## config.mk

```make
export PLATFORM = sky130hd
export DESIGN_NAME = char_text_buffer
export DESIGN_NICKNAME = d
export VERILOG_FILES = /design/src/rtl/char_text_buffer_pkg.sv /design/src/rtl/char_text_buffer_ram.sv /design/src/rtl/char_text_buffer.sv
export SDC_FILE = /design/constraint.sdc
export NUM_CORES = 2
export LEC_CHECK = 0
export ABC_AREA = 1
export BUFFER_PORTS_ARGS = -buffer_cell sky130_fd_sc_hd__buf_2
export CORE_UTILIZATION = 45
export DETAILED_ROUTE_END_ITERATION = 6
export SKIP_CTS_REPAIR_TIMING = 1
export SYNTH_ARGS = -nofsm -noshare
export SYNTH_HDL_FRONTEND = slang
export SYNTH_HIERARCHICAL = 1
export SYNTH_SLANG_ARGS = --single-unit
```

## constraint.sdc

```tcl
create_clock -name clk -period 18.6 [get_ports clk]
set_clock_uncertainty 0.1 [all_clocks]
set_input_delay 2.79 -clock clk [delete_from_list [all_inputs] [get_ports clk]]
set_output_delay 2.79 -clock clk [all_outputs]
set_load 0.005 [all_outputs]
```

## src/rtl/char_text_buffer_pkg.sv

```systemverilog
// Shared constants and types for the character overlay: grid geometry, code
// widths, the clear FSM states and the font ROM address layout {code, line}.
package char_text_buffer_pkg;

  localparam int GRID_COLS   = 16;
  localparam int GRID_ROWS   = 16;
  localparam int CELLS       = GRID_COLS * GRID_ROWS;
  localparam int CHAR_W      = 7;
  localparam int LINE_W      = 4;
  localparam int FONT_ADDR_W = CHAR_W + LINE_W;

  localparam logic [CHAR_W-1:0] NEWLINE = 7'h0A;

  typedef enum logic [0:0] {
    IDLE  = 1'b0,
    CLEAR = 1'b1
  } state_t;

  // The font ROM and the draw stage both decode this layout.
  typedef struct packed {
    logic [CHAR_W-1:0] code;
    logic [LINE_W-1:0] line;
  } font_addr_t;

  function automatic logic [FONT_ADDR_W-1:0] font_addr_of(
    input logic [CHAR_W-1:0] code,
    input logic [LINE_W-1:0] line
  );
    font_addr_t f;
    f.code = code;
    f.line = line;
    return f;
  endfunction

endpackage

```

## src/rtl/char_text_buffer_ram.sv

```systemverilog
// 256 x 7 character RAM: one write port, one registered read port, read-first.
// No reset so it maps onto block RAM.
module text_ram_256x7
  import char_text_buffer_pkg::*;
(
  input  logic              clk,
  input  logic              we,
  input  logic [7:0]        waddr,
  input  logic [CHAR_W-1:0] wdata,
  input  logic [7:0]        raddr,
  output logic [CHAR_W-1:0] rdata
);

  logic [CHAR_W-1:0] mem [CELLS];

  // Same-cell read and write in one cycle returns the old code.
  always_ff @(posedge clk) begin
    if (we) begin
      mem[waddr] <= wdata;
    end
    rdata <= mem[raddr];
  end

endmodule

```

## src/rtl/char_text_buffer.sv

```systemverilog
// Character text buffer: clear FSM, cursor stream port, random-access write port
// and the registered font ROM address for the overlay draw stage.
module char_text_buffer
  import char_text_buffer_pkg::*;
#(
  parameter logic [6:0] CLEAR_CHAR = 7'h20,
  parameter bit         AUTO_CLEAR = 1'b1
) (
  input  logic        clk,
  input  logic        rst_n,
  input  logic [7:0]  char_yx,
  input  logic [3:0]  char_line,
  output logic [10:0] font_addr,
  input  logic        wr_valid,
  output logic        wr_ready,
  input  logic [7:0]  wr_yx,
  input  logic [6:0]  wr_char,
  input  logic        put_valid,
  output logic        put_ready,
  input  logic [6:0]  put_char,
  input  logic        clr,
  output logic        busy,
  output logic [7:0]  cursor
);

  state_t            state_reg;
  logic [7:0]        sweep_reg;
  logic [7:0]        cursor_reg;
  logic [3:0]        line_reg;
  logic              rd_valid_reg;

  logic              idle;
  logic              wr_fire;
  logic              put_fire;
  logic              put_newline;
  logic              ram_we;
  logic [7:0]        ram_waddr;
  logic [CHAR_W-1:0] ram_wdata;
  logic [CHAR_W-1:0] ram_rdata;

  assign idle        = (state_reg == IDLE);
  assign busy        = (state_reg == CLEAR);
  assign wr_ready    = idle && !clr;
  assign put_ready   = idle && !clr && !wr_valid;
  assign wr_fire     = wr_valid && wr_ready;
  assign put_fire    = put_valid && put_ready;
  assign put_newline = (put_char == NEWLINE);
  assign cursor      = cursor_reg;

  always_comb begin
    ram_we    = 1'b0;
    ram_waddr = cursor_reg;
    ram_wdata = put_char;
    if (busy) begin
      ram_we    = 1'b1;
      ram_waddr = sweep_reg;
      ram_wdata = CLEAR_CHAR;
    end else if (wr_fire) begin
      ram_we    = 1'b1;
      ram_waddr = wr_yx;
      ram_wdata = wr_char;
    end else if (put_fire && !put_newline) begin
      ram_we    = 1'b1;
    end
  end

  text_ram_256x7 u_ram (
    .clk   (clk),
    .we    (ram_we),
    .waddr (ram_waddr),
    .wdata (ram_wdata),
    .raddr (char_yx),
    .rdata (ram_rdata)
  );

  always_ff @(posedge clk or negedge rst_n) begin
    if (!rst_n) begin
      state_reg    <= AUTO_CLEAR ? CLEAR : IDLE;
      sweep_reg    <= 8'h00;
      cursor_reg   <= 8'h00;
      line_reg     <= 4'h0;
      rd_valid_reg <= 1'b0;
    end else begin
      line_reg     <= char_line;
      rd_valid_reg <= 1'b1;
      case (state_reg)
        IDLE: begin
          if (clr) begin
            state_reg <= CLEAR;
            sweep_reg <= 8'h00;
          end else if (put_fire) begin
            cursor_reg <= put_newline ? {cursor_reg[7:4] + 4'd1, 4'h0}
                                      : cursor_reg + 8'd1;
          end
        end
        CLEAR: begin
          cursor_reg <= 8'h00;
          sweep_reg  <= sweep_reg + 8'd1;
          if (sweep_reg == 8'hFF) begin
            state_reg <= IDLE;
          end
        end
        default: state_reg <= IDLE;
      endcase
    end
  end

  // RAM output has no reset; hold the address at zero until the first read lands.
  assign font_addr = rd_valid_reg ? font_addr_of(ram_rdata, line_reg) : 11'h000;

endmodule

```

==> run_results.csv <==
group,metric,value,unit
floorplanning,dieArea,168000,um2
logic_synthesis,async_flop_share,0.0121,
setup_path,end_kind,"flop",
power,power,0.00904,W
logic_synthesis,synth-edff-count,1792,
global_route,overflow,0,
timing,fin_crit,6.95,ns
clock_network,clock_path_buffers,3,
power,powerDensity,110,nW/um2
logic_synthesis,synth_area_leaders,"edfxtp_1 (72%), nand3_1 (12%), nand2_1 (10%)",
logic_synthesis,synth_top_family_by_area,"simple AND/OR/NAND/NOR gates",
floorplanning,coreArea,165000,um2
global_route,grt_pass1_vias,47146,
placed_design,io_buffers,60,
setup_path,critical_path_arrival,7.57,ns
logic_synthesis,yosys.area_share.adder,0.000502,
flow_run,maxCapViolCount,0,
timing,rsz0062_at_grt,"no",
drt,drc_errors,7,
timing,worst_slew_pin_slew,1.20,ns
cells_and_area,fin_area,82000,um2
logic_synthesis,synth_compound_area_frac,0.00291,
placed_design,hpwl,119000,um
placed_design,pre_cts_ws,10.99,ns
run_status,status,"finished with violations",
drt,dr_total_vias,49663,
clock_network,cts_buffers,182,
cells_and_area,area_growth,9.79,%
clock_network,clkLatencyLatePin,0.84,ns
placed_design,dpl_cell_area,76300,um2
logic_synthesis,ys_ff_latch,1821,
global_route,grt_pass1_wl,313000,um
floorplanning,start_util,0.453,
drt,dr.pass1.iters,7,
setup_path,path_max_fanout,156,
logic_synthesis,synth_top_cell_area_share,0.720,
floorplanning,fp.dieW,409,um
cells_and_area,layout-drive-gt1-share,0.0630,
placed_design,gp_congestion,0.854,
logic_synthesis,syn_area,74700,um2
logic_synthesis,synthSimpleGateAreaFrac,0.234,
setup_path,crit_required,19.22,ns
logic_synthesis,synthCells,6422,
timing,final-setup-viol-count,0,
logic_synthesis,avgSynthCellArea,11.6,um2
logic_synthesis,synth_seq_area_share,0.729,
clock_network,cts.htree.levels,4,
logic_synthesis,synthFlopType,"edfxtp_1",
logic_synthesis,yosys.cell_types.count,36,
floorplanning,die_height,409,um
timing,fin_setup_tns,0,ns
logic_synthesis,synth_mux_area_frac,0,
drt,avgRoutedWirePerCell,24.4,um
drt,drt_iter0_drc,5766,
run_status,violations,"DRC",
timing,final_max_slew_viol_count,0,
cells_and_area,fillers,14514,
cells_and_area,largest_reg_flops,1792,
clock_network,clk_pin_slew_worst_paths,0.06,ns
drt,wl,211000,um
timing,max_slew_margin,0.200,
logic_synthesis,yosysMostFrequentCell,"nand2_1",
global_route,grt_max_degree,219,
clock_network,cts_tree,"yes",
clock_network,cts_root_buffer,"clkbuf_16",
clock_network,clock_sinks,1821,
power,irDropWorstVdd,102,uV
global_route,grt_antenna_before_repair,8,
timing,layout_setup_ws,11.65,ns
power,leakage,29.2,nW
drt,viasPerCell,5.74,
drt,ant_nets,0,
logic_synthesis,syn_nets,6464,
timing,max_freq,144,MHz
logic_synthesis,synth_common_cells,"nand2_1 (2010), edfxtp_1 (1792), nand3_1 (1739)",
timing,period_share,0.374,
logic_synthesis,synthXorXnorAreaFrac,0.000117,
cells_and_area,final_nets,6350,
hold_path,min_path_type,"flop to flop",
floorplanning,ios,61,
global_route,grtUsageTotal,0.250,
setup_path,crit_type,"input port to flop",
timing,hold_violations,0,
logic_synthesis,synth_top_area_cell,"edfxtp_1",
logic_synthesis,yosysWarnings,6,
setup_path,cp-start-kind,"input port",
floorplanning,num_rows,149,
## final timing paths
kind | startpoint | endpoint | slack [ns] | depth (start not counted)
hold / removal | sweep_reg[7]$_DFFE_PN0P_ | busy$_DFF_PN1_ | 0.48 | 3
hold reg to reg | sweep_reg[7]$_DFFE_PN0P_ | busy$_DFF_PN1_ | 0.48 | 3
setup / recovery | char_yx[1] | u_ram/rdata[0]$_DFF_P_ | 11.65 | 13
min in group asynchronous | rst_n | rd_valid_reg$_DFF_PN0_ | 1.86 | 1
setup reg to reg | busy$_DFF_PN1_ | u_ram/mem[228][3]$_DFFE_PP_ | 14.02 | 10
max in group asynchronous | rst_n | cursor[4]$_DFFE_PN0P_ | 16.14 | 1
## critical path, stage by stage
cell and delay, ns:
buf_8 0.21, inv_8 0.74, buf_4 0.83, buf_4 0.81, nand3_1 0.14, nand3_1 0.15, nand3_1 0.22, nand3_1 0.47
nand2_1 0.26, nand2_1 0.13, nand3_1 0.16, nand3_1 0.17, nand2_1 0.06
## where the power goes
group / switching (W) / internal (W)
logic: 0.000724 / 0.000162
clock network: 0.00154 / 0.00201
registers: 0.0000290 / 0.00458
## routing by layer
layer | global-route usage | wire length (um)
met5 | 0 | 111
met4 | 0.0852 | 6690
met2 | 0.389 | 97700
met3 | 0.0454 | 17500
met1 | 0.353 | 88800
## area by class of cell
| class | count | area, um2 | area share |
|---|---|---|---|
| Antenna cell | 1 | 2.50 | 0.0000305 |
| Clock buffer | 242 | 4910 | 0.0599 |
| Clock inverter | 94 | 796 | 0.00970 |
| Inverter | 74 | 314 | 0.00383 |
| Multi-Input combinational cell | 4097 | 17800 | 0.217 |
| Sequential cell | 1821 | 54500 | 0.664 |
| Tap cell | 2189 | 2740 | 0.0334 |
| Timing Repair Buffer | 132 | 947 | 0.0115 |
## per-stage QoR
stage / std cells / hold slack [ns] / utilization
floorplan: 6422 / 0.412 / -
global placement: 8313 / 0.448 / 0.463
detailed placement: 8313 / 0.458 / 0.463
CTS: 8649 / 0.472 / 0.498
global route: 8649 / 0.508 / 0.498
finish: 8650 / 0.482 / 0.498
## kinds of logic (layout without fill, tap and decap cells)
kind of cell	Yosys count	count (layout)
xor gates and xnor gates	1	1
and+or+nand+nor	4057	4057
other	1	2
DFF	1821	1821
AOI/OAI and AO/OA	35	35
buffers and inverters	504	542
adders and majority gates	3	3
## placed cells by master, fill, tap and decap left out, drive strengths merged, types with 3 or more instances in the layout
master / count
dfxtp: 7
nor2: 296
bufinv: 11
clkinv: 75
clkinvlp: 5
ha: 3
nand2: 2013
clkbuf: 243
nand4: 5
buf: 131
o21ai: 12
edfxtp: 1792
o211ai: 4
nand3: 1739
dfrtp: 21
a21oi: 10
inv: 77
Power figures use the tool's default switching activity.
